**config.mk**
```make
export PLATFORM = sky130hd
export DESIGN_NAME = code_entry_fsm
export DESIGN_NICKNAME = d
export VERILOG_FILES = /design/src/rtl/code_entry_fsm.sv
export SDC_FILE = /design/constraint.sdc
export NUM_CORES = 1
export LEC_CHECK = 0
export ABC_AREA = 1
export CAP_MARGIN = 40
export CORE_MARGIN = 4
export CORE_UTILIZATION = 50
export CTS_CLUSTER_DIAMETER = 80
export DETAILED_ROUTE_END_ITERATION = 10
export PLACE_DENSITY_LB_ADDON = 0.05
export RECOVER_POWER = 50
export SLEW_MARGIN = 20
export SYNTH_ARGS = -nofsm -noshare
export SYNTH_HDL_FRONTEND = slang
export SYNTH_SLANG_ARGS = --single-unit
```
**constraint.sdc**
```tcl
create_clock -name clk -period 2 [get_ports clk]
set_clock_uncertainty 0.05 [all_clocks]
set_input_delay 0.4 -clock clk [delete_from_list [all_inputs] [get_ports clk]]
set_output_delay 0.4 -clock clk [all_outputs]
set_load 0.01 [all_outputs]
```
**src/rtl/code_entry_fsm.sv**
```systemverilog
// code_entry_fsm: keypad code-entry controller for the safe.
//
// Collects a NUM_DIGITS-digit BCD code, one digit per confirm pulse, and
// compares it with the stored code. A match opens the safe. A wrong code
// pulses fail_pulse and uses up one attempt. When the last attempt is used,
// the block enters a timed lockout with the alarm on.
//
// Optional feature (define CODE_PROGRAM_EN): while the safe is unlocked,
// set_code_pulse starts entry of a new code. The new code replaces the
// stored code after its last digit. Without the macro, the stored code is
// the constant DEFAULT_CODE and set_code_pulse is ignored.
//
// Ports:
//   clk                 system clock
//   sys_reset           synchronous active-high reset
//   current_digit       digit offered by the digit selector
//   confirm_pulse       accept current_digit (one-cycle pulse)
//   clear_pulse         discard the partial entry (one-cycle pulse)
//   lock_pulse          relock when unlocked, or abort programming
//   set_code_pulse      start code programming (feature build only)
//   enable_digit_select 1 while digits are accepted (ENTRY / PROGRAM)
//   digit_index         slot that the next digit is written to
//   unlocked            safe open
//   alarm               lockout active
//   fail_pulse          one-cycle pulse on a wrong code
//   attempts_left       remaining attempts before lockout
//   state_dbg           ENTRY=0 CHECK=1 UNLOCKED=2 LOCKOUT=3 PROGRAM=4
module code_entry_fsm #(
    parameter int unsigned                 NUM_DIGITS     = 4,
    parameter logic [4*NUM_DIGITS-1:0]     DEFAULT_CODE   = 16'h1234,
    parameter int unsigned                 MAX_ATTEMPTS   = 3,
    parameter int unsigned                 LOCKOUT_CYCLES = 50000000
) (
    input  logic                          clk,
    input  logic                          sys_reset,
    input  logic [3:0]                    current_digit,
    input  logic                          confirm_pulse,
    input  logic                          clear_pulse,
    input  logic                          lock_pulse,
    input  logic                          set_code_pulse,
    output logic                          enable_digit_select,
    output logic [$clog2(NUM_DIGITS)-1:0] digit_index,
    output logic                          unlocked,
    output logic                          alarm,
    output logic                          fail_pulse,
    output logic [3:0]                    attempts_left,
    output logic [2:0]                    state_dbg
);

    localparam int unsigned CW  = 4 * NUM_DIGITS;
    localparam int unsigned IW  = $clog2(NUM_DIGITS);
    localparam int unsigned LCW = $clog2(LOCKOUT_CYCLES + 1);

    localparam logic [IW-1:0]  LAST_IDX  = IW'(NUM_DIGITS - 1);
    localparam logic [3:0]     ATT_MAX   = 4'(MAX_ATTEMPTS);
    localparam logic [LCW-1:0] LOCK_LOAD = LCW'(LOCKOUT_CYCLES);
    localparam logic [LCW-1:0] LOCK_LAST = LCW'(1);

    typedef enum logic [2:0] {
        ST_ENTRY    = 3'd0,
        ST_CHECK    = 3'd1,
        ST_UNLOCKED = 3'd2,
        ST_LOCKOUT  = 3'd3,
        ST_PROGRAM  = 3'd4
    } state_t;

    state_t         state;
    logic [CW-1:0]  entry_buf;
    logic [LCW-1:0] lock_cnt;
    logic [CW-1:0]  active_code;

    // Digit slot 0 occupies the MSB nibble, so the slot shift is 4*digit_index.
    logic            digit_valid;
    logic [IW+1:0]   slot_shift;
    logic [CW-1:0]   slot_mask;
    logic [CW-1:0]   slot_digit;
    logic [CW-1:0]   buf_written;
    logic            code_match;

    assign digit_valid = (current_digit <= 4'd9);
    assign slot_shift  = {digit_index, 2'b00};
    assign slot_mask   = {4'hF, {(CW-4){1'b0}}} >> slot_shift;
    assign slot_digit  = {current_digit, {(CW-4){1'b0}}} >> slot_shift;
    assign buf_written = (entry_buf & ~slot_mask) | slot_digit;
    assign code_match  = (entry_buf == active_code);

    assign state_dbg = 3'(state);

`ifdef CODE_PROGRAM_EN
    logic [CW-1:0] stored_code;
    assign active_code = stored_code;
`else
    logic unused_set_code;
    assign active_code     = DEFAULT_CODE;
    assign unused_set_code = set_code_pulse;
`endif

    // Controller state, entry buffer, lockout timer and all registered outputs.
    always_ff @(posedge clk) begin
        if (sys_reset) begin
            state               <= ST_ENTRY;
            entry_buf           <= '0;
            digit_index         <= '0;
            attempts_left       <= ATT_MAX;
            unlocked            <= 1'b0;
            alarm               <= 1'b0;
            fail_pulse          <= 1'b0;
            lock_cnt            <= '0;
            enable_digit_select <= 1'b1;
`ifdef CODE_PROGRAM_EN
            stored_code         <= DEFAULT_CODE;
`endif
        end else begin
            fail_pulse <= 1'b0;

            case (state)
                ST_ENTRY: begin
                    if (clear_pulse) begin
                        entry_buf   <= '0;
                        digit_index <= '0;
                    end else if (confirm_pulse && digit_valid) begin
                        entry_buf <= buf_written;
                        if (digit_index == LAST_IDX) begin
                            state               <= ST_CHECK;
                            enable_digit_select <= 1'b0;
                        end else begin
                            digit_index <= digit_index + IW'(1);
                        end
                    end
                end

                // Single-cycle compare; the entry is always wiped on the way out.
                ST_CHECK: begin
                    entry_buf   <= '0;
                    digit_index <= '0;
                    if (code_match) begin
                        state               <= ST_UNLOCKED;
                        unlocked            <= 1'b1;
                        attempts_left       <= ATT_MAX;
                        enable_digit_select <= 1'b0;
                    end else if (attempts_left > 4'd1) begin
                        state               <= ST_ENTRY;
                        attempts_left       <= attempts_left - 4'd1;
                        fail_pulse          <= 1'b1;
                        enable_digit_select <= 1'b1;
                    end else begin
                        state               <= ST_LOCKOUT;
                        attempts_left       <= 4'd0;
                        fail_pulse          <= 1'b1;
                        alarm               <= 1'b1;
                        lock_cnt            <= LOCK_LOAD;
                        enable_digit_select <= 1'b0;
                    end
                end

                ST_UNLOCKED: begin
                    if (lock_pulse) begin
                        state               <= ST_ENTRY;
                        unlocked            <= 1'b0;
                        enable_digit_select <= 1'b1;
                    end
`ifdef CODE_PROGRAM_EN
                    else if (set_code_pulse) begin
                        state               <= ST_PROGRAM;
                        entry_buf           <= '0;
                        digit_index         <= '0;
                        enable_digit_select <= 1'b1;
                    end
`endif
                end

                // Counter holds the remaining alarm cycles; leaving on 1 gives
                // exactly LOCKOUT_CYCLES cycles of alarm.
                ST_LOCKOUT: begin
                    lock_cnt <= lock_cnt - LCW'(1);
                    if (lock_cnt == LOCK_LAST) begin
                        state               <= ST_ENTRY;
                        alarm               <= 1'b0;
                        attempts_left       <= ATT_MAX;
                        enable_digit_select <= 1'b1;
                    end
                end

`ifdef CODE_PROGRAM_EN
                ST_PROGRAM: begin
                    if (lock_pulse) begin
                        state               <= ST_ENTRY;
                        unlocked            <= 1'b0;
                        entry_buf           <= '0;
                        digit_index         <= '0;
                        enable_digit_select <= 1'b1;
                    end else if (clear_pulse) begin
                        entry_buf   <= '0;
                        digit_index <= '0;
                    end else if (confirm_pulse && digit_valid) begin
                        if (digit_index == LAST_IDX) begin
                            stored_code         <= buf_written;
                            entry_buf           <= '0;
                            digit_index         <= '0;
                            state               <= ST_UNLOCKED;
                            enable_digit_select <= 1'b0;
                        end else begin
                            entry_buf   <= buf_written;
                            digit_index <= digit_index + IW'(1);
                        end
                    end
                end
`endif

                // Illegal encoding: return to reset values but keep the stored code.
                default: begin
                    state               <= ST_ENTRY;
                    entry_buf           <= '0;
                    digit_index         <= '0;
                    attempts_left       <= ATT_MAX;
                    unlocked            <= 1'b0;
                    alarm               <= 1'b0;
                    fail_pulse          <= 1'b0;
                    lock_cnt            <= '0;
                    enable_digit_select <= 1'b1;
                end
            endcase
        end
    end

endmodule

```
# Word level (Yosys, flattened, before mapping)
# Cells that the tools add are included.
# word_totals
reg_bits	55
inputBits	10
output_inout_bits	13
# op_classes
addsub	3
magnitude_cmp	2
n_eq_ne	16
n_shift	2
muxes	38
bitwise_logic	7
n_reduce_logical	13
# op_table
op	count
one-hot mux 26 bit (3 select lines)	1
2-to-1 mux 26 bit	2
2-to-1 mux 16 bit	2
one-hot mux 16 bit (2 select lines)	1
== test 26 x 1 -> 1 bit, second input constant	1
subtractor 26 x 1 -> 26 bit, second input constant	1
AND 16 bit	1
== test 16 x 13 -> 1 bit, second input constant	1
!= test 2 bit, second input constant	8
inverter 16 bit	1
OR 16 bit	1
right shift 16 x 4 -> 16 bit	1
right shift 16 x 4 -> 16 bit, first input constant	1
2-to-1 mux 3 bit	5
2-to-1 mux 1 bit	13
2-to-1 mux 4 bit	3
one-hot mux 3 bit (4 select lines)	1
one-hot mux 4 bit (3 select lines)	1
2-to-1 mux 2 bit	5
AND reduction 3 bit	3
OR reduction 2 bit	4
== test 3 x 2 -> 1 bit, second input constant	2
!= test 3 bit, second input constant	2
one-hot mux 1 bit (3 select lines)	2
other kinds (14)	18

# Logic depth before layout (Yosys ltp)
# logic_depth
word_depth	7
mapped_depth	13
depth_no_buf	13

# Worst setup path after synthesis
# Ideal clock, no wire load.
# synth_path
path_kind	reg-to-reg
start	register state[0] (netlist: state_dbg[0])
end	register lock_cnt[15]
arrival_ps	1572
required_ps	1836
setup_slack_ps	265
path_stages_with_launch	10
path_buffers	1
period_less_slack_ps	1735
cell_sequence	dfxtp_1 inv_1 ha_1 nor2_4 nand2_2 inv_1 buf_2 nand2_1 a21oi_1 nor2_1
# synth_via
elab_chain_len	4
elab_cells_between_ends	10
cone_classes	eq/ne: 5; mux: 1; bitwise: 1; reduce/logical: 3
# synth_lines
item	line_no	rtl
start: declaration	67	state_t state;
start signal: assignment	101	state <= ST_ENTRY;
start signal: assignment	124	state <= ST_CHECK;
start signal: assignment	137	state <= ST_UNLOCKED;
== test 3 x 2 -> 1 bit or zero test 3 bit (tied branches)	116	case (state)
OR reduction 2 bit (no source line)	--	
inverter 1 bit (no source line)	--	
AND reduction 3 bit (no source line)	--	
end signal: assignment	175	lock_cnt <= lock_cnt - LCW'(1);
end: declaration	69	logic [LCW-1:0] lock_cnt;
# Several ways; a longest one is shown, not always the timed one.
# A chain may end at the register's enable or synchronous reset.

# Worst setup path in the final report
# layout_path
start	register state[0] (netlist: state_dbg[0])
end	output port state_dbg[0]
# layout_rtl
item	line_no	rtl
end: declaration	47	output logic [2:0] state_dbg
# No word-level cell between the ends.

==> results.md <==
Run status:
- The run finished with clean final reports.

Final layout:
- Of the cells placed in the final design, the portion with a size suffix greater than 1 is a little over a tenth.
- The final net count is between 500 and 600.
- 0 antenna diodes ended up in the layout.
- The area growth from synthesis to layout is 11.9%.

Synth:
- Ranked by total cell area, the synthesized netlist is headed by sky130_fd_sc_hd__dfxtp_1, sky130_fd_sc_hd__nand2_1, sky130_fd_sc_hd__nor2_1.
- During synthesis, Yosys emitted a total of 0 warnings.
- The number of nets handed over by synthesis was around 540.
- The biggest area contributor in the post-synthesis netlist is sky130_fd_sc_hd__dfxtp_1.
- The number of register bits inferred by synthesis is 54.
- For this run, the register share of the synthesized area comes to between 30% and 40%.
- The most used flip-flop cell after synthesis is sky130_fd_sc_hd__dfxtp_1.
- Synthesis instantiated 33 different standard cells from the library.
- The instance count of the mapped netlist is ~520.
- The area share of the leading cell type in the synthesized netlist is between 30% and 40%.
- The number of enable flip-flop cells after synthesis is 0.
- Each instance of the synthesized netlist takes up on average roughly 6.5 um^2.
- The async set-or-reset flop fraction in the synthesized netlist is 0%.
- In this run the cell area of the synthesized design comes to roughly 3400 um^2.

Timing:
- The final setup violation count is 0.
- Setup repair after global routing left no endpoint under its margin.
- Of the available clock period, the critical path in the final layout requires roughly 91%.
- The worst setup margin is roughly 0.18 ns.
- The tightest hold path in the finished design has a slack of ~0.43 ns.
- The final-report hold violation count is 0.
- The final max-slew violation count was 0.
- The shortest clock period the worst path allows after layout is about 1.8 ns.
- Summed over all failing endpoints, the final setup total negative slack is 0 ns.
- The maximum achievable frequency is 549 MHz.

Critical path:
- The worst setup path is captured at an output port.
- The top fanout value on the critical path is 3.
- The endpoint identified for the worst register-to-register timing path is lock_cnt[20].
- The type of origin of the critical path is a flip-flop.
- The startpoint identified for the worst register-to-register timing path is attempts_left[0].
- At the worst endpoint, the required time is about 1.6 ns.
- The path type of the worst setup path is flip-flop to output port.
- The worst-case register-to-register setup slack is between 0.2 and 0.25 ns.
- The number of cells on the worst reg-to-reg path is 9.
- For the worst setup path, the data arrival time is roughly 1.4 ns.

Hold path:
- The launch point of the worst hold path is enable_digit_select.
- The depth of the worst hold-timing path is 2.
- The min-delay analysis places its worst path in the category flip-flop to flip-flop.
- For hold timing, the worst endpoint is enable_digit_select.

Run:
- The tool flagged a number of max-cap violations equal to 0.

Clock network:
- The register clock-pin slew on the reported worst setup and hold paths is 0.09 ns.
- The TritonCTS clock tree is done.
- The clock tree root buffer cell is sky130_fd_sc_hd__clkbuf_8.
- The clock tree buffer depth is 2.
- Clock latency on the worst-skew pair, taken at its later pin, is 0.31 ns.
- The CTS buffer count is 5.
- The clock sink total is between 50 and 60.
- The H-tree was split into 2 levels.

Floorplan:
- For this design the top-level I/O count stands at 23.
- The die extent in y is between 90 and 100 um.
- The floorplan die width is roughly 90 um.
- The floorplan step defined a die boundary enclosing just over 8000 um^2.
- In this run the standard cell core region covers between 6000 and 7000 um^2.
- Once the floorplan was initialized, standard cells occupied a little over half of the core.
- After floorplanning, the core was divided into 29 placement rows.

Power and ir drop:
- The power per cell area is 756 nW/um^2.
- The peak supply drop is 0.365 mV.
- The cell leakage power is 1.75 nW.

Global routing:
- The total overflow left after global routing is 0.
- The global-route wire length before repair is 13.5 mm.
- The number of antenna violations at the first check in global routing is 0.
- The pin count of the biggest net entering global routing is 34.
- The aggregate global-route resource usage is between 10% and 20%.
- The via count of the first global-routing pass was between 3000 and 4000.

Routing:
- Dividing the detail-routed wire length by the instance count gives between 10 and 15 um.
- The detailed router placed approximately 3200 vias in this run.
- The routed design has approximately 7.7 mm of wire.
- For this block, the initial DRC count from the detailed router was slightly above 80.
- In the routed layout, each cell is associated on average with a via count of approximately 5.2.
- The detailed-route DRC error count is 0.
- The detail route stage leaves a number of antenna-violating nets equal to 0.
- For this run, the detailed router's first-pass iteration total came to 4.

Placement:
- Port buffering added 20 buffers.
- The congestion estimate from routability-driven global placement came to around 0.95.
- The post-DP HPWL is approximately 5.7 mm.
- At the placement stage, the worst setup path has a slack of roughly 0.046 ns.
-- cell usage in the layout (no fill, tap or decap), types with 2 or more instances in the layout --
| master | instances |
|---|---|
| sky130_fd_sc_hd__nand4_1 | 5 |
| sky130_fd_sc_hd__nor3_1 | 17 |
| sky130_fd_sc_hd__inv_1 | 46 |
| sky130_fd_sc_hd__nand3_1 | 53 |
| sky130_fd_sc_hd__o21ai_1 | 7 |
| sky130_fd_sc_hd__nor2_1 | 92 |
| sky130_fd_sc_hd__dfxtp_1 | 54 |
| sky130_fd_sc_hd__xnor2_1 | 2 |
| sky130_fd_sc_hd__nor2_2 | 9 |
| sky130_fd_sc_hd__inv_2 | 2 |
| sky130_fd_sc_hd__clkdlybuf4s50_1 | 8 |
| sky130_fd_sc_hd__ha_1 | 12 |
| sky130_fd_sc_hd__dlygate4sd3_1 | 12 |
| sky130_fd_sc_hd__nand2_4 | 3 |
| sky130_fd_sc_hd__nand2_1 | 114 |
| sky130_fd_sc_hd__o21ai_0 | 9 |
| sky130_fd_sc_hd__buf_4 | 17 |
| sky130_fd_sc_hd__a21oi_1 | 47 |
| sky130_fd_sc_hd__clkinv_1 | 2 |
| sky130_fd_sc_hd__clkbuf_8 | 6 |
| sky130_fd_sc_hd__nor2_4 | 5 |
| sky130_fd_sc_hd__o21ai_2 | 3 |
| sky130_fd_sc_hd__nand2_2 | 7 |
| sky130_fd_sc_hd__xor2_1 | 7 |
-- metrics by stage --
| step | utilization, % | power, mW | cells | area, um^2 |
|---|---|---|---|---|
| 2_1_floorplan | - | 2.01 | 522 | 3390 |
| 3_3_place_gp | 57.8 | 2.26 | 620 | 3740 |
| 3_5_place_dp | 57.8 | 2.27 | 620 | 3740 |
| 4_1_cts | 59.3 | 2.92 | 628 | 3830 |
| 5_1_grt | 58.7 | 3.10 | 628 | 3790 |
| 6_report | 58.7 | 2.87 | 628 | 3790 |
-- registers in the layout (all words and copies together) (netlist names) --
signal and cells:
entry_buf 16, state_dbg 2, unlocked 1, attempts_left 4, digit_index 2, enable_digit_select 1, lock_cnt 26, alarm 1
fail_pulse 1
-- critical path, stage by stage, from the launching register on --
cell and delay [ns]:
sky130_fd_sc_hd__dfxtp_1 0.34, sky130_fd_sc_hd__buf_4 0.12, sky130_fd_sc_hd__dlygate4sd3_1 0.60
-- cells in the mapped netlist (2+ instances only) --
cell type,count
sky130_fd_sc_hd__nor2_1,91
sky130_fd_sc_hd__xnor2_1,2
sky130_fd_sc_hd__ha_1,12
sky130_fd_sc_hd__buf_6,2
sky130_fd_sc_hd__nor2_4,6
sky130_fd_sc_hd__nand3_1,50
sky130_fd_sc_hd__buf_4,3
sky130_fd_sc_hd__nand2_1,112
sky130_fd_sc_hd__nand2_2,8
sky130_fd_sc_hd__nor2_2,9
sky130_fd_sc_hd__nor3_1,17
sky130_fd_sc_hd__dfxtp_1,54
sky130_fd_sc_hd__o21ai_1,7
sky130_fd_sc_hd__inv_1,47
sky130_fd_sc_hd__clkbuf_1,8
sky130_fd_sc_hd__xor2_1,7
sky130_fd_sc_hd__nand4_1,5
sky130_fd_sc_hd__nand2_4,4
sky130_fd_sc_hd__clkinv_1,2
sky130_fd_sc_hd__nand3_2,3
sky130_fd_sc_hd__o21ai_0,9
sky130_fd_sc_hd__a21oi_1,47
sky130_fd_sc_hd__buf_2,4
sky130_fd_sc_hd__o21ai_2,3
sky130_fd_sc_hd__inv_2,2
-- routing by layer --
| metal | GRT usage (%) | part of all wire (%) | vias to the layer above |
|---|---|---|---|
| met2 | 32.8 | 45 | 60 |
| li1 | - | - | 1728 |
| met5 | 0 | 0 | - |
| met1 | 25.5 | 48 | 1439 |
| met3 | 3.00 | 3.5 | 21 |
| met4 | 7.53 | 2.8 | 0 |
-- worst max path at each step --
stage	startpoint	endpoint	slack (ns)	depth (start not counted)
6_report	state_dbg[0]	state_dbg[0]	0.18	2
5_1_grt	entry_buf[12]	lock_cnt[21]	0.03	10
4_1_cts	state_dbg[0]	lock_cnt[14]	0.17	8
3_5_place_dp	current_digit[2]	entry_buf[4]	0.05	9
3_3_place_gp	current_digit[2]	enable_digit_select	0.11	7
2_1_floorplan	state_dbg[0]	lock_cnt[15]	0.26	9
-- final cells by class --
type / count / area (um^2)
Clock buffer: 7 / 86.3
Clock inverter: 1 / 5.00
Fill cell: 657 / 2670
Inverter: 51 / 195
Multi-Input combinational cell: 400 / 1980
Sequential cell: 54 / 1080
Tap cell: 77 / 96.3
Timing Repair Buffer: 38 / 348
-- kinds of logic (layout without fill, tap and decap cells) --
family / count (synthesis) / count (layout) / share of synthesized area [%]
simple gates: 308 / 308 / 41.7
compound gates: 70 / 70 / 11.1
buf+inv: 68 / 97 / 8.46
flops: 54 / 54 / 31.9
fa+ha+maj: 12 / 12 / 4.43
xor+xnor: 9 / 9 / 2.33
other cells: 1 / 1 / 0.111
-- power breakdown --
group	internal (mW)	leakage, nW	switching [mW]	total, mW
registers	1.14	0.438	0.0534	1.19
clock network	0.281	0.0482	0.358	0.638
logic	0.382	1.26	0.653	1.03
-- what timing repair did --
item | CTS | global route
resized for setup | 0 | 1
buffers inserted | 0 | 0
hold buffers | 0 | 0
setup endpoints to repair | 0 | 1
No activity file was read; power rests on OpenSTA's default activity.
